$ cat config.mk
export PLATFORM = sky130hd
export DESIGN_NAME = alu_arbiter
export DESIGN_NICKNAME = d
export VERILOG_FILES = /design/src/rtl/alu_pkg.sv /design/src/rtl/alu_64bit.sv /design/src/rtl/alu_arbiter.sv
export SDC_FILE = /design/constraint.sdc
export NUM_CORES = 1
export LEC_CHECK = 0
export ABC_AREA = 1
export BUFFER_PORTS_ARGS = -buffer_cell sky130_fd_sc_hd__buf_2
export CAP_MARGIN = 20
export CORE_MARGIN = 2
export CORE_UTILIZATION = 25
export CTS_CLUSTER_DIAMETER = 30
export DETAILED_ROUTE_END_ITERATION = 12
export PLACE_DENSITY = 0.42
export SYNTH_ARGS = -nofsm -noshare
export SYNTH_HDL_FRONTEND = slang
export SYNTH_SLANG_ARGS = --single-unit
$ cat constraint.sdc
create_clock -name clk -period 3 [get_ports clk]
set_clock_uncertainty 0.15 [all_clocks]
set_input_delay 0.3 -clock clk [delete_from_list [all_inputs] [get_ports clk]]
set_output_delay 0.3 -clock clk [all_outputs]
set_load 0.01 [all_outputs]
$ cat src/rtl/alu_pkg.sv
// ALU definitions shared by the arbiter and the execute stage.
// Function codes and arbiter FSM state encodings.
package alu_pkg;

   typedef logic [1:0] alu_fn_t;

   localparam alu_fn_t FN_ADD = 2'd0;
   localparam alu_fn_t FN_SUB = 2'd1;
   localparam alu_fn_t FN_AND = 2'd2;
   localparam alu_fn_t FN_XOR = 2'd3;

   localparam logic [1:0] ST_IDLE = 2'd0;
   localparam logic [1:0] ST_EXEC = 2'd1;
   localparam logic [1:0] ST_RESP = 2'd2;

endpackage

$ cat src/rtl/alu_64bit.sv
// Combinational 64-bit ALU: add, sub, and, xor.
// Produces the signed-overflow flag for add/sub only.
module alu_64bit
   import alu_pkg::*;
(
   input  logic [63:0] a,
   input  logic [63:0] b,
   input  alu_fn_t     fn,
   output logic [63:0] out,
   output logic        of
);

   logic [63:0] sum;
   logic [63:0] diff;

   assign sum  = a + b;
   assign diff = a - b;

   // select result and overflow by function code
   always_comb begin
      out = '0;
      of  = 1'b0;
      unique case (fn)
         FN_ADD: begin
            out = sum;
            of  = (a[63] == b[63]) && (sum[63] != a[63]);
         end
         FN_SUB: begin
            out = diff;
            of  = (a[63] != b[63]) && (diff[63] != a[63]);
         end
         FN_AND: out = a & b;
         FN_XOR: out = a ^ b;
         default: out = '0;
      endcase
   end

endmodule

$ cat src/rtl/alu_arbiter.sv
// Round-robin arbiter sharing one 64-bit ALU between two requesters.
// One operation in flight: IDLE grants, EXEC computes, RESP holds result.
module alu_arbiter
   import alu_pkg::*;
(
   input  logic        clk,
   input  logic        rst,
   input  logic        req0_valid,
   output logic        req0_ready,
   input  logic [63:0] req0_a,
   input  logic [63:0] req0_b,
   input  logic [1:0]  req0_fn,
   input  logic        req1_valid,
   output logic        req1_ready,
   input  logic [63:0] req1_a,
   input  logic [63:0] req1_b,
   input  logic [1:0]  req1_fn,
   output logic        resp_valid,
   input  logic        resp_ready,
   output logic        resp_id,
   output logic [63:0] resp_out,
   output logic [2:0]  resp_cc
);

   logic [1:0]  state;
   logic        last_grant;
   logic [63:0] a_q;
   logic [63:0] b_q;
   alu_fn_t     fn_q;
   logic        id_q;
   logic        g0;
   logic        g1;
   logic [63:0] alu_out;
   logic        alu_of;
   logic        zf;
   logic        sf;

   alu_64bit u_alu (
      .a   (a_q),
      .b   (b_q),
      .fn  (fn_q),
      .out (alu_out),
      .of  (alu_of)
   );

   assign zf = (alu_out == 64'd0);
   assign sf = alu_out[63];

   // grant: sole valid requester, else the one not granted last
   always_comb begin
      g0 = 1'b0;
      g1 = 1'b0;
      if (state == ST_IDLE && !rst) begin
         if (req0_valid && req1_valid) begin
            g0 = last_grant;
            g1 = !last_grant;
         end else begin
            g0 = req0_valid;
            g1 = req1_valid;
         end
      end
   end

   assign req0_ready = g0;
   assign req1_ready = g1;
   assign resp_valid = (state == ST_RESP);

   // FSM, operand capture and result registers
   always_ff @(posedge clk) begin
      if (rst) begin
         state      <= ST_IDLE;
         last_grant <= 1'b1;
         a_q        <= '0;
         b_q        <= '0;
         fn_q       <= FN_ADD;
         id_q       <= 1'b0;
         resp_out   <= '0;
         resp_cc    <= '0;
         resp_id    <= 1'b0;
      end else begin
         unique case (state)
            ST_IDLE: begin
               if (g0 || g1) begin
                  a_q        <= g1 ? req1_a  : req0_a;
                  b_q        <= g1 ? req1_b  : req0_b;
                  fn_q       <= g1 ? req1_fn : req0_fn;
                  id_q       <= g1;
                  last_grant <= g1;
                  state      <= ST_EXEC;
               end
            end
            ST_EXEC: begin
               resp_out <= alu_out;
               resp_cc  <= {zf, sf, alu_of};
               resp_id  <= id_q;
               state    <= ST_RESP;
            end
            ST_RESP: begin
               if (resp_ready) state <= ST_IDLE;
            end
            default: state <= ST_IDLE;
         endcase
      end
   end

endmodule

Word-level counts from Yosys, hierarchy flattened:

Cells that the tools add are included.

* flip-flop bits (word level): 202
* latch bits: 0
* bits in writable memories: 0
* memory bits (read-only): 0
* input bits: 265
* output and inout port bits: 71
* word-level logic and storage cells: 48
* memories kept: 0

* add/sub/neg operators: 2
* multipliers: 0
* div/mod/pow operators: 0
* $lt $le $gt $ge: 0
* eq/ne operators: 11
* shift-type cells: 0
* muxes and demuxes: 12
* bitwise logic cells: 2
* reductions and logical operators: 12

Operator list (count)
* $pmux 64 s4: 1
* $mux 64: 2
* $add 64x64->64: 1
* $and 64x64->64: 1
* $logic_not 64->1: 1
* $sub 64x64->64: 1
* $xor 64x64->64: 1
* $eq 2x2->1 const B: 3
* $mux 2: 3
* $pmux 2 s3: 1
* $eq 2x1->1 const B: 2
* $logic_and 1x1->1: 4
* $logic_not 2->1: 2
* $mux 1: 4
* $ne 2x1->1 const B: 2
* $reduce_and 2->1: 2
* $ne 1x1->1: 3
* $logic_not 1->1: 2
* $pmux 1 s2: 1
* $eq 1x1->1: 1
* $logic_or 1x1->1: 1

Longest topological paths before layout:

* depth after elaboration: 6
* depth in mapped cells: 25
* mapped depth without buffers: 24

Cells and area by module:

From an unflattened synthesis, not the netlist that was laid out.

* cell total of the unflattened synthesis: 4228
* area total of the unflattened synthesis: 23083.4 sq um

By module, submodules not included
* alu_64bit: times used 1, cells an instance 2878, area each 13852.0 sq um, seq. area each 0.0 sq um
* alu_arbiter: times used 1, cells an instance 1350, area each 9231.4 sq um, seq. area each 4023.9 sq um

Least setup slack after synthesis:

OpenSTA, ideal clock, no wires.

* kind: flip-flop to flip-flop
* start point: register a_q[0]
* end point: register resp_cc[2]
* library setup time: 67 ps
* arrival: 2404 ps
* data required time: 2783 ps
* slack: 378 ps
* cell stages (with the launch flop): 23
* path buffers: 0
* clock period less this slack: 2622 ps
* cell sequence: dfxtp_1 -> inv_1 -> ha_1 -> fa_1 -> inv_1 -> nand3_1 -> nand3_1 -> nand2_1 -> nand2_1 -> nand2_1 -> nand3b_2 -> nand3_2 -> nand2_1 -> nand2_1 -> nand3_1 -> nand2_1 -> nor2_1 -> nand2_1 -> nor2_1 -> nand2_1 -> nor2_1 -> nand3_1 -> a21oi_2

* cells in the longest elaborated chain, start to end: 3
* elaborated cells between the ends (all ways): 6
* those cells by class: 2 x add/sub; 1 x mux; 2 x bitwise; 1 x reduce/logical

Ends and longest elaborated chain
* start, declared: line alu_arbiter.sv:27 `logic [63:0] a_q;`
* start signal, assigned: line alu_arbiter.sv:84 `a_q <= g1 ? req1_a : req0_a;`
* $sub 64x64->64, or another cell as far along: line alu_64bit.sv:17 `assign diff = a - b;`
* $pmux 64 s4 *: line alu_64bit.sv:23 `unique case (fn)`
* $logic_not 64->1 *: line alu_arbiter.sv:46 `assign zf = (alu_out == 64'd0);`
* end signal, assigned: line alu_arbiter.sv:94 `resp_cc <= {zf, sf, alu_of};`
* end, declared: line alu_arbiter.sv:22 `output logic [2:0] resp_cc`

Mark *: on every way between the ends. The rest lies on a longest branch, timed or not.
A chain may end at the register's enable or synchronous reset.

Final worst setup path:

* start point: register a_q[2]
* end point: register resp_cc[2]

The elaborated chain is that of the path after synthesis.

==> flow_summary_export.csv <==
group,metric,value,unit
worst_setup_path,crit_slowest_cell,"dfxtp_2",
drt,drt_pass1_iterations,5,
power,p_sw,9.451,mW
floorplanning,pin_count,336,
logic_synthesis,ys_seq_area_frac,0.1852,
floorplanning,die_w,298.8,µm
timing,hold_viol,1,
placement,hpwl,97.41,mm
floorplanning,coreArea,86480,µm²
run_status,status,"complete, but fails checks",
placement,place_ws,-495.3,ps
logic_synthesis,synth_xor_area_frac,0.001210,
timing,maxSlewHeadroom,0.5410,
timing,period_share,1.020,
flow_run,cap_violations,0,
logic_synthesis,yosys_warnings,0,
placement,gp_congestion,0.9568,
power,intPower,13.74,mW
worst_hold_path,holdPathEnd,"a_q[1]$_SDFFE_PP0P_",
power,combPwrFrac,0.556,
logic_synthesis,synth-seq-cells,201,
placement,dp.cells,5944,
timing,fmax,0.3267,GHz
worst_setup_path,rr_worst_depth,24,
worst_setup_path,cp_max_fo,5,
global_route,grt_pass1_vias,28680,
drt,drtIter0Drc,1885,
worst_setup_path,cp-end-kind,"flop",
drt,remaining_drc_errors,0,
worst_setup_path,reg2reg_setup_slack,-60,ps
worst_setup_path,slowest_delay,320,ps
drt,detail-route-antenna-nets,0,
floorplanning,chipHeight,298.8,µm
final_layout,instances_no_fill,6376,
worst_setup_path,worst_r2r_startpoint,"a_q[2]$_SDFFE_PP0P_",
final_layout,antenna_cells,0,
global_route,grt_overflow_total,0,
power,p_per_area,614.8,nW/µm²
logic_synthesis,synth.distinct_cells,50,
final_layout,finish.utilization,0.4361,
final_layout,finalInstanceArea,37720,µm²
logic_synthesis,synth_area,21720,µm²
logic_synthesis,synth_top_family_by_area,"simple AND/OR/NAND/NOR gates",
logic_synthesis,synthesis.nets,4284,
worst_hold_path,hp-class,"input pin to flop",
clocking,cts_tree,"done",
power,clkPwrFrac,0.301,
worst_setup_path,startpoint_type,"flop",
global_route,grt_pass1_wl,172.9,mm
logic_synthesis,synth.area.mux_share,0,
worst_setup_path,r2r-end,"resp_cc[2]$_SDFFE_PP0N_",
placement,portBuffers,335,
timing,worst_pin_slew,681.4,ps
global_route,antenna_found_initial,0,
global_route,grt_use_total,0.2537,
timing,fin_ws,-60.53,ps
worst_setup_path,crit_top_cell,"nand2_2",
clocking,clk_latency,620,ps
logic_synthesis,synthAdderAreaFrac,0.07557,
final_layout,drive_gt1_frac,0.3723,
drt,routed_via_density,4.668,
drt,vias,29770,
power,p_leak,19.45,nW
power,total_power,23.19,mW
timing,fin_tns_setup,-79.42,ps
final_layout,fillCellCount,9471,
floorplanning,dieArea,89270,µm²
clocking,cts.path.max_buffers,3,
final_layout,final_nets,5571,
clocking,cts_buffers,56,
clocking,htreeDepth,2,
drt,wire_per_inst,18.44,µm
placement,post_dp_cell_area,29750,µm²
clocking,clkSinkCount,201,
logic_synthesis,yosys.area.top_type,"nand2_1",
timing,finalCriticalPeriod,3061,ps
global_route,grt_max_degree,104,
power,peakVddDrop,408.5,µV
worst_setup_path,path_class,"flop to flop",
floorplanning,start_util,0.2512,
clocking,clkTransAtPathRegs,40,ps
timing,slew_violations,0,
power,seqPwrFrac,0.142,
run_status,violations,"negative hold slack, negative setup slack",
worst_hold_path,min-delay-start,"req1_a[1]",
power,switching_share,0.4075,
logic_synthesis,netlist_instances,3889,
worst_setup_path,crit_required,3400,ps
timing,rsz0062_at_grt,"yes",
logic_synthesis,avgSynthCellArea,5.586,µm²
logic_synthesis,synth_compound_area_frac,0.1815,
floorplanning,num_rows,108,
final_layout,syn_to_final_growth,73.63,%
logic_synthesis,synth_area_leaders,"nand2_1 21%, dfxtp_1 19%, inv_1 10%, ha_1 7.4%, nand3_1 6.2%",
worst_hold_path,min_path_cells,3,
timing,hold_slack,-10.69,ps
drt,wl,117.6,mm
worst_setup_path,crit_chain,"buf_12 -> ha_4 -> buf_12 -> inv_6 -> buf_4 -> nand2_1 -> nand2_2 -> buf_6 -> nand3_2 -> nand2_4 -> nand2_2 -> nand2_2 -> buf_4 -> nand2_2 -> nand3_1 -> nand3_1 -> nand3b_1 -> nor2_1 -> nand2_1 -> nor2_2 -> nand3_2 -> nor2_2 -> nand3_1 -> a21oi_2",
clocking,root_buffer,"clkbuf_16",
timing,finalSetupViolations,2,
worst_setup_path,worstPathArrival,3460,ps
logic_synthesis,yosys.area_share.simple,0.3995,
logic_synthesis,yosysTopAreaCellShare,0.2150,
==> cells in the mapped netlist, drive strengths merged <==
| library cell | instances |
|---|---|
| o21ai | 270 |
| nor4 | 3 |
| a221oi | 13 |
| a31oi | 131 |
| ha | 128 |
| a21o | 4 |
| o21bai | 23 |
| o31ai | 1 |
| fa | 2 |
| o22ai | 39 |
| buf | 85 |
| nor2 | 393 |
| dfxtp | 201 |
| clkinv | 4 |
| and3 | 1 |
| nand3b | 9 |
| and2 | 1 |
| clkbuf | 94 |
| o21a | 2 |
| nand3 | 283 |
| xor2 | 3 |
| inv | 634 |
| a21oi | 189 |
| a21boi | 2 |
| nand4 | 38 |
| or2 | 3 |
| nor3 | 33 |
| nand2 | 1283 |
| o211ai | 17 |
==> cell type report <==
| type | instances | area [µm²] | area share |
|---|---|---|---|
| clock inverter | 31 | 645.6 | 0.01712 |
| tap | 1155 | 1445 | 0.03831 |
| inverter | 638 | 2412 | 0.06396 |
| timing repair buffer | 1408 | 10790 | 0.2861 |
| sequential | 201 | 4060 | 0.1076 |
| clock buffer | 72 | 1551 | 0.04113 |
| multi-input combinational | 2871 | 16810 | 0.4457 |
==> worst max-delay path: cells and delay by family, from the launching register on <==
family | cells | cell delay [ps]
flops | 1 | 320
fa+ha+maj | 1 | 300
buf+inv | 6 | 670
simple gates | 16 | 1450
compound gates | 1 | 120
==> cell families after synthesis <==
kind of cell	Yosys count
AO/OA/AOI/OAI	691
flip-flops	201
XOR/XNOR	3
adder cells (fa/ha/maj)	130
buffers and inverters	817
AND/OR/NAND/NOR	2047
==> layout by cell type (no fill, tap or decap), types with 57 or more instances in the layout <==
cell type	synthesis	layout
nand3_1	268	225
o21ai_0	258	235
nor2_1	321	229
nor2_4	10	62
ha_1	128	73
nor2_2	61	101
nand2_1	1244	1071
dlygate4sd3_1	0	260
clkbuf_16	0	57
buf_2	24	335
nand2_2	39	175
inv_1	594	558
buf_4	28	766
dfxtp_1	201	174
inv_2	39	73
a31oi_1	131	131
a21oi_1	173	123
==> flip-flops by register name, indices dropped and copies added, names as in the netlist <==
signal / count
a_q: 64
b_q: 64
fn_q: 2
id_q: 1
last_grant: 1
resp_cc: 3
resp_id: 1
resp_out: 63
state: 2
==> how the worst max path moves through the flow <==
stage | from | to | slack (ps) | cells after the start
finish | a_q[2]$_SDFFE_PP0P_ | resp_cc[2]$_SDFFE_PP0N_ | -60 | 24
global route | a_q[0]$_SDFFE_PP0P_ | resp_cc[2]$_SDFFE_PP0N_ | -220 | 23
CTS | a_q[0]$_SDFFE_PP0P_ | resp_cc[2]$_SDFFE_PP0N_ | -110 | 23
detailed placement | b_q[27]$_SDFFE_PP0P_ | resp_cc[2]$_SDFFE_PP0N_ | -500 | 23
global placement | b_q[16]$_SDFFE_PP0P_ | resp_cc[2]$_SDFFE_PP0N_ | -520 | 18
floorplan | a_q[0]$_SDFFE_PP0P_ | resp_cc[2]$_SDFFE_PP0N_ | 380 | 22
==> per-layer routing <==
layer  wire, µm  vias up  global-route usage
met1      56270    13930              0.3577
met2      52390      760              0.4121
met4       2936        0             0.06488
li1           -    14950                   -
met3       5981      126             0.02486
met5          0        -                   0
==> power groups by stage <==
stage | Clock [mW] | Combinational, mW | Sequential (mW)
after floorplan | 0 | 5.12 | 3.30
after global placement | 0 | 10.6 | 3.30
after detailed placement | 0 | 10.6 | 3.29
after CTS | 7.11 | 11.8 | 3.27
after global routing | 7.26 | 13.9 | 3.34
final | 6.99 | 12.9 | 3.30
==> what timing repair did <==
action | 4_1_cts | 5_1_grt
cloned | 0 | 1
pin swaps | 63 | 137
hold endpoints to repair | 132 | 1
hold buffers | 259 | 1
gates resized for setup | 274 | 436
endpoints found under the setup margin | 26 | 54
buffers inserted | 37 | 35
(Power assumes the default switching activity.)
